==> src/rtl/palette_port_arbiter.sv <==
// Purpose: round-robin share of one combinational palette ROM port among NUM_REQ sprite fetchers.
// Latency: 2 cycles from accept (valid&ready) to rsp_valid_o; one lookup per cycle, fully pipelined.
// Backpressure: requesters wait on req_ready_o; the response side has no backpressure.
//
// Ports:
//   clk_i               system clock
//   reset_i             synchronous, active-high reset
//   req_valid_i         per-requester lookup request
//   req_index_i         requester i palette index at [i*IDX_W +: IDX_W]
//   req_ready_o         one-hot grant (combinational from req_valid_i and the rr pointer)
//   pal_index_o         registered index driven to the palette ROM
//   pal_rgb_i           palette ROM output {r,g,b}, combinational from pal_index_o
//   rsp_valid_o         one-hot: response belongs to requester i this cycle
//   rsp_rgb_o           registered RGB for the flagged requester
//   rsp_transparent_o   present only when PAL_TRANSPARENT_EN is defined
//
// Build option: define PAL_TRANSPARENT_EN to add the TRANSP_IDX parameter and the
// rsp_transparent_o flag, which marks responses whose index equals TRANSP_IDX.

module palette_port_arbiter #(
    parameter int NUM_REQ = 4,
    parameter int IDX_W   = 8
`ifdef PAL_TRANSPARENT_EN
    ,
    parameter logic [IDX_W-1:0] TRANSP_IDX = '0
`endif
) (
    input  logic                     clk_i,
    input  logic                     reset_i,
    input  logic [NUM_REQ-1:0]       req_valid_i,
    input  logic [NUM_REQ*IDX_W-1:0] req_index_i,
    output logic [NUM_REQ-1:0]       req_ready_o,
    output logic [IDX_W-1:0]         pal_index_o,
    input  logic [11:0]              pal_rgb_i,
    output logic [NUM_REQ-1:0]       rsp_valid_o,
    output logic [11:0]              rsp_rgb_o
`ifdef PAL_TRANSPARENT_EN
    ,
    output logic                     rsp_transparent_o
`endif
);

    localparam int PTR_W = (NUM_REQ > 1) ? $clog2(NUM_REQ) : 1;
    typedef logic [PTR_W-1:0] ptr_t;

    // Round-robin pointer: the requester searched first in the current cycle.
    ptr_t               ptr_q;
    ptr_t               ptr_d;
    ptr_t               cand;

    logic [NUM_REQ-1:0] grant;
    logic               found;
    logic [IDX_W-1:0]   win_idx;

    // S1: index presented to the ROM plus the tag of who asked for it.
    logic [IDX_W-1:0]   pal_index_q;
    logic [NUM_REQ-1:0] s1_tag_q;
    logic               s1_vld_q;

    // S2: registered ROM result.
    logic [NUM_REQ-1:0] rsp_valid_q;
    logic [11:0]        rsp_rgb_q;

    // Arbitration: scan upward from the pointer with wrap, first valid wins.
    // Reset masks every grant so nothing is accepted while the pipeline is being cleared.
    always_comb begin
        grant = '0;
        found = 1'b0;
        cand  = '0;
        ptr_d = ptr_q;
        for (int k = 0; k < NUM_REQ; k++) begin
            cand = ptr_t'((int'(ptr_q) + k) % NUM_REQ);
            if (!found && req_valid_i[cand]) begin
                grant[cand] = 1'b1;
                found       = 1'b1;
                ptr_d       = ptr_t'((int'(cand) + 1) % NUM_REQ);
            end
        end
        if (reset_i) begin
            grant = '0;
            found = 1'b0;
            ptr_d = ptr_q;
        end
    end

    // Select the winner's index with a one-hot mux; avoids a variable-width part select.
    always_comb begin
        win_idx = '0;
        for (int i = 0; i < NUM_REQ; i++) begin
            if (grant[i]) begin
                win_idx = req_index_i[i*IDX_W +: IDX_W];
            end
        end
    end

    always_ff @(posedge clk_i) begin
        if (reset_i) begin
            ptr_q       <= '0;
            pal_index_q <= '0;
            s1_tag_q    <= '0;
            s1_vld_q    <= 1'b0;
            rsp_valid_q <= '0;
            rsp_rgb_q   <= '0;
        end else begin
            ptr_q    <= ptr_d;
            s1_vld_q <= found;
            s1_tag_q <= grant;
            // Idle slots leave the ROM address and last colour untouched.
            if (found) begin
                pal_index_q <= win_idx;
            end
            rsp_valid_q <= s1_vld_q ? s1_tag_q : '0;
            if (s1_vld_q) begin
                rsp_rgb_q <= pal_rgb_i;
            end
        end
    end

    assign req_ready_o = grant;
    assign pal_index_o = pal_index_q;
    assign rsp_valid_o = rsp_valid_q;
    assign rsp_rgb_o   = rsp_rgb_q;

`ifdef PAL_TRANSPARENT_EN
    // Transparency is decided from the index at S1 and travels alongside the tag.
    logic s1_tr_q;
    logic rsp_tr_q;

    always_ff @(posedge clk_i) begin
        if (reset_i) begin
            s1_tr_q  <= 1'b0;
            rsp_tr_q <= 1'b0;
        end else begin
            s1_tr_q  <= found && (win_idx == TRANSP_IDX);
            rsp_tr_q <= s1_tr_q & s1_vld_q;
        end
    end

    assign rsp_transparent_o = rsp_tr_q;
`endif

endmodule

==> config.mk <==
export PLATFORM = sky130hd
export DESIGN_NAME = palette_port_arbiter
export DESIGN_NICKNAME = d
export VERILOG_FILES = /design/src/rtl/palette_port_arbiter.sv
export SDC_FILE = /design/constraint.sdc
export NUM_CORES = 1
export LEC_CHECK = 0
export ABC_CLOCK_PERIOD_IN_PS = 3150
export CORE_ASPECT_RATIO = 0.8
export CORE_MARGIN = 2
export CORE_UTILIZATION = 42
export CTS_CLUSTER_DIAMETER = 50
export DETAILED_ROUTE_END_ITERATION = 8
export PLACE_DENSITY = 0.89
export SLEW_MARGIN = 15
export SYNTH_ARGS = -nofsm -noshare
export SYNTH_HDL_FRONTEND = slang
export SYNTH_SLANG_ARGS = --single-unit
==> constraint.sdc <==
create_clock -name clk_i -period 3.15 [get_ports clk_i]
set_input_delay 0.63 -clock clk_i [delete_from_list [all_inputs] [get_ports clk_i]]
set_output_delay 0.63 -clock clk_i [all_outputs]
set_load 0.02 [all_outputs]
==> impl_metrics.ini <==
[layout]
area_growth_pct = 64.01
drive_above_1_share = 0.2093
diodes = 0
fin_nets = 359
fin_util = 0.7103

[pwr]
netSwitchingPower_uw = 939.6
leakagePower_nw = 1.192
power.density_mw_per_mm2 = 810.3
p_int_mw = 1.435
pwr-share-seq = 0.230
switching_share = 0.3957
clockPowerShare = 0.132
p_comb_frac = 0.638
ir_drop_v = 0.0004189

[setup_path]
worst-setup-path-type = input pin to output pin
worstRegToRegCells = 13
rr_endpoint = pal_index_o[7]$_SDFFE_PP0P_
r2r_slack_ns = 0.36
reg2reg_from = ptr_q[1]$_SDFFE_PP0P_
cp-end-kind = output pin
critPathLaunchType = input pin
critical_path_required_ns = 2.52
cp.arrival_ns = 2.41
path_max_fanout = 6

[clock_network]
clock-sinks = 31
cts_buffers = 5
clock_latency_ns = 0.28
cts_max_level = 2
holdBufCountCts = 0
clockBufferDepth = 2
clkTransAtPathRegs_ns = 0.06
cts_tree = yes
cts_root_buf = clkbuf_8

[floorplan]
fp.dieH_um = 62.34
rows = 21
dieArea_mm2 = 0.004795
core_area_mm2 = 0.004125
initial_utilization = 0.4331
io_pins = 78
die_w_um = 76.92

[timing]
finalSetupTns_ns = 0
finalCritPeriodShare = 0.9659
slew_headroom = 0.5265
finalSetupViolations = 0
period_needed_ns = 3.043
fmax_ghz = 0.3287
tightest_slew_ns = 0.7093
clock_skew_ns = 0.009216
hold_viol_final = 0
rsz0062_at_grt = no
maxSlewViolCount = 0

[yosys]
ys_seq_area_frac = 0.3473
synthFlopType = dfxtp_1
synthTopCellsByCount = dfxtp_1, nor2_1, mux2i_1
yosys.area.top_type = dfxtp_1
postSynthAreaPerCell_um2 = 9.355
ys_warn_count = 0
synth-edff-count = 0
synthDistinctLibCells = 41
syn_inst = 191
synthMostInstantiatedCell = dfxtp_1
ys_ff_latch = 31
yosys.area.top_type_share = 0.3473
synthArstFlopShare = 0
syn_nets = 249
syn-cell-area_mm2 = 0.001787
synth_area_leaders = dfxtp_1, mux2i_1, ha_1, mux4_2, nor2_1

[placed_design]
place_hpwl_mm = 3.952
gp_congestion = 0.8858
port-buffer-count = 77

[global_route]
antenna_found_initial = 0
grt_max_degree = 16
grt_pass1_wl_mm = 8.362
grt_pass1_vias = 1859
grt_use_total = 0.2166
gr-total-overflow = 0

[hold_path]
min_to = rsp_valid_o[2]$_SDFF_PP0_
min_from = s1_tag_q[2]$_SDFF_PP0_
whs_path_depth = 1
hp-class = flop to flop

[drt]
wl_per_cell_um = 14.18
firstDrtPassIters = 4
drcViolationCount = 0
vias = 1863
finalWirelength_mm = 5.075
via_per_inst = 5.204
postRouteAntennaNets = 0
drt_iter0_markers = 61

[outcome]
run_status = completed

[run]
cap_viol_max_count = 0
## final cells by class
cell class / count / area (um2)
tap: 57 / 71.32
clock buffer: 6 / 82.58
inverter: 9 / 33.78
clock inverter: 1 / 5.005
sequential: 31 / 620.6
fill: 324 / 1195
multi-input combinational: 140 / 1082
timing repair buffer: 114 / 1035
## power by group through the flow
stage | sequential (mW) | clock [mW] | combinational (mW)
after floorplan | 0.627 | 0 | 0.786
after global placement | 0.552 | 0 | 1.47
after detailed placement | 0.554 | 0 | 1.50
after CTS | 0.547 | 0.318 | 1.51
after global routing | 0.559 | 0.335 | 1.63
final | 0.546 | 0.313 | 1.52
## registers in the layout, indices dropped and copies added, names as in the netlist
name	count
rsp_rgb_o	12
pal_index_o	8
rsp_valid_o	4
s1_tag_q	4
ptr_q	2
s1_vld_q	1
## critical path, cell delays in order
cell,delay [ns]
dlygate4sd2_1,0.29
mux4_2,0.52
nor4b_4,0.34
buf_4,0.16
buf_4,0.09
nand2_1,0.06
a21oi_1,0.14
buf_2,0.19
## per-stage QoR
step                      cell area (um2)  cells  hold slack (ns)  worst slack (ns)  total power [mW]
after floorplan                      1787    191           0.4057            0.1827             1.413
after detailed placement             2830    348           0.4107           -0.5505             2.049
after global placement               2830    348           0.4117           -0.4787             2.024
final                                2930    358           0.4221            0.1075             2.375
after global routing                 2930    358           0.4332         0.0007530             2.521
after CTS                            2923    357           0.4245           0.09930             2.373
## cell usage in the layout, fill, tap and decap left out, types with 2 or more instances in the layout
master           count
nand3_1              8
a22o_1               2
a221oi_1             4
o21ai_0              3
nor2_1              19
ha_1                 8
clkbuf_8             6
clkdlybuf4s50_1     69
nand2_1              9
nand2b_1             3
o221ai_1             4
buf_4               39
o21ba_2              2
a22oi_1              5
and2_1               7
mux2i_1             16
o22ai_1              2
a211oi_1             5
a31oi_1              2
nand3b_1             3
a21oi_1             10
mux4_2               4
dfxtp_1             31
dlygate4sd2_1        4
a32oi_1              4
nor2b_1              3
inv_1                9
a311oi_1             2
a21oi_2              2
## what timing repair did
| item | CTS | global route |
|---|---|---|
| gates resized for setup | 22 | 0 |
| pin swaps | 1 | 1 |
| setup buffers | 2 | 1 |
| setup endpoints to repair | 4 | 1 |
## logic make-up (layout without fill, tap and decap cells)
| kind of cell | after synthesis | count (layout) | share of synthesized area |
|---|---|---|---|
| fa+ha+maj | 8 | 8 | 0.05602 |
| xor+xnor | 1 | 1 | 0.004903 |
| buf+inv | 20 | 130 | 0.05252 |
| mux | 20 | 20 | 0.1401 |
| simple gates | 59 | 59 | 0.1737 |
| compound gates | 52 | 52 | 0.2255 |
| flops | 31 | 31 | 0.3473 |
## how the worst max path moves through the flow
stage | startpoint | to | cells after the start
2_1_floorplan | ptr_q[0]$_SDFFE_PP0P_ | req_ready_o[3] | 8
5_1_grt | req_valid_i[3] | req_ready_o[1] | 8
6_report | req_valid_i[3] | req_ready_o[0] | 8
3_5_place_dp | req_valid_i[3] | req_ready_o[3] | 7
4_1_cts | req_valid_i[3] | req_ready_o[1] | 8
3_3_place_gp | req_valid_i[2] | req_ready_o[1] | 7
## routing by layer
layer	routed length, um	global-route usage
met4	30	0.06818
met3	381	0.05669
met2	2399	0.3651
met5	0	0
met1	2263	0.2711
Note: power is estimated with default switching activity, not from simulation.
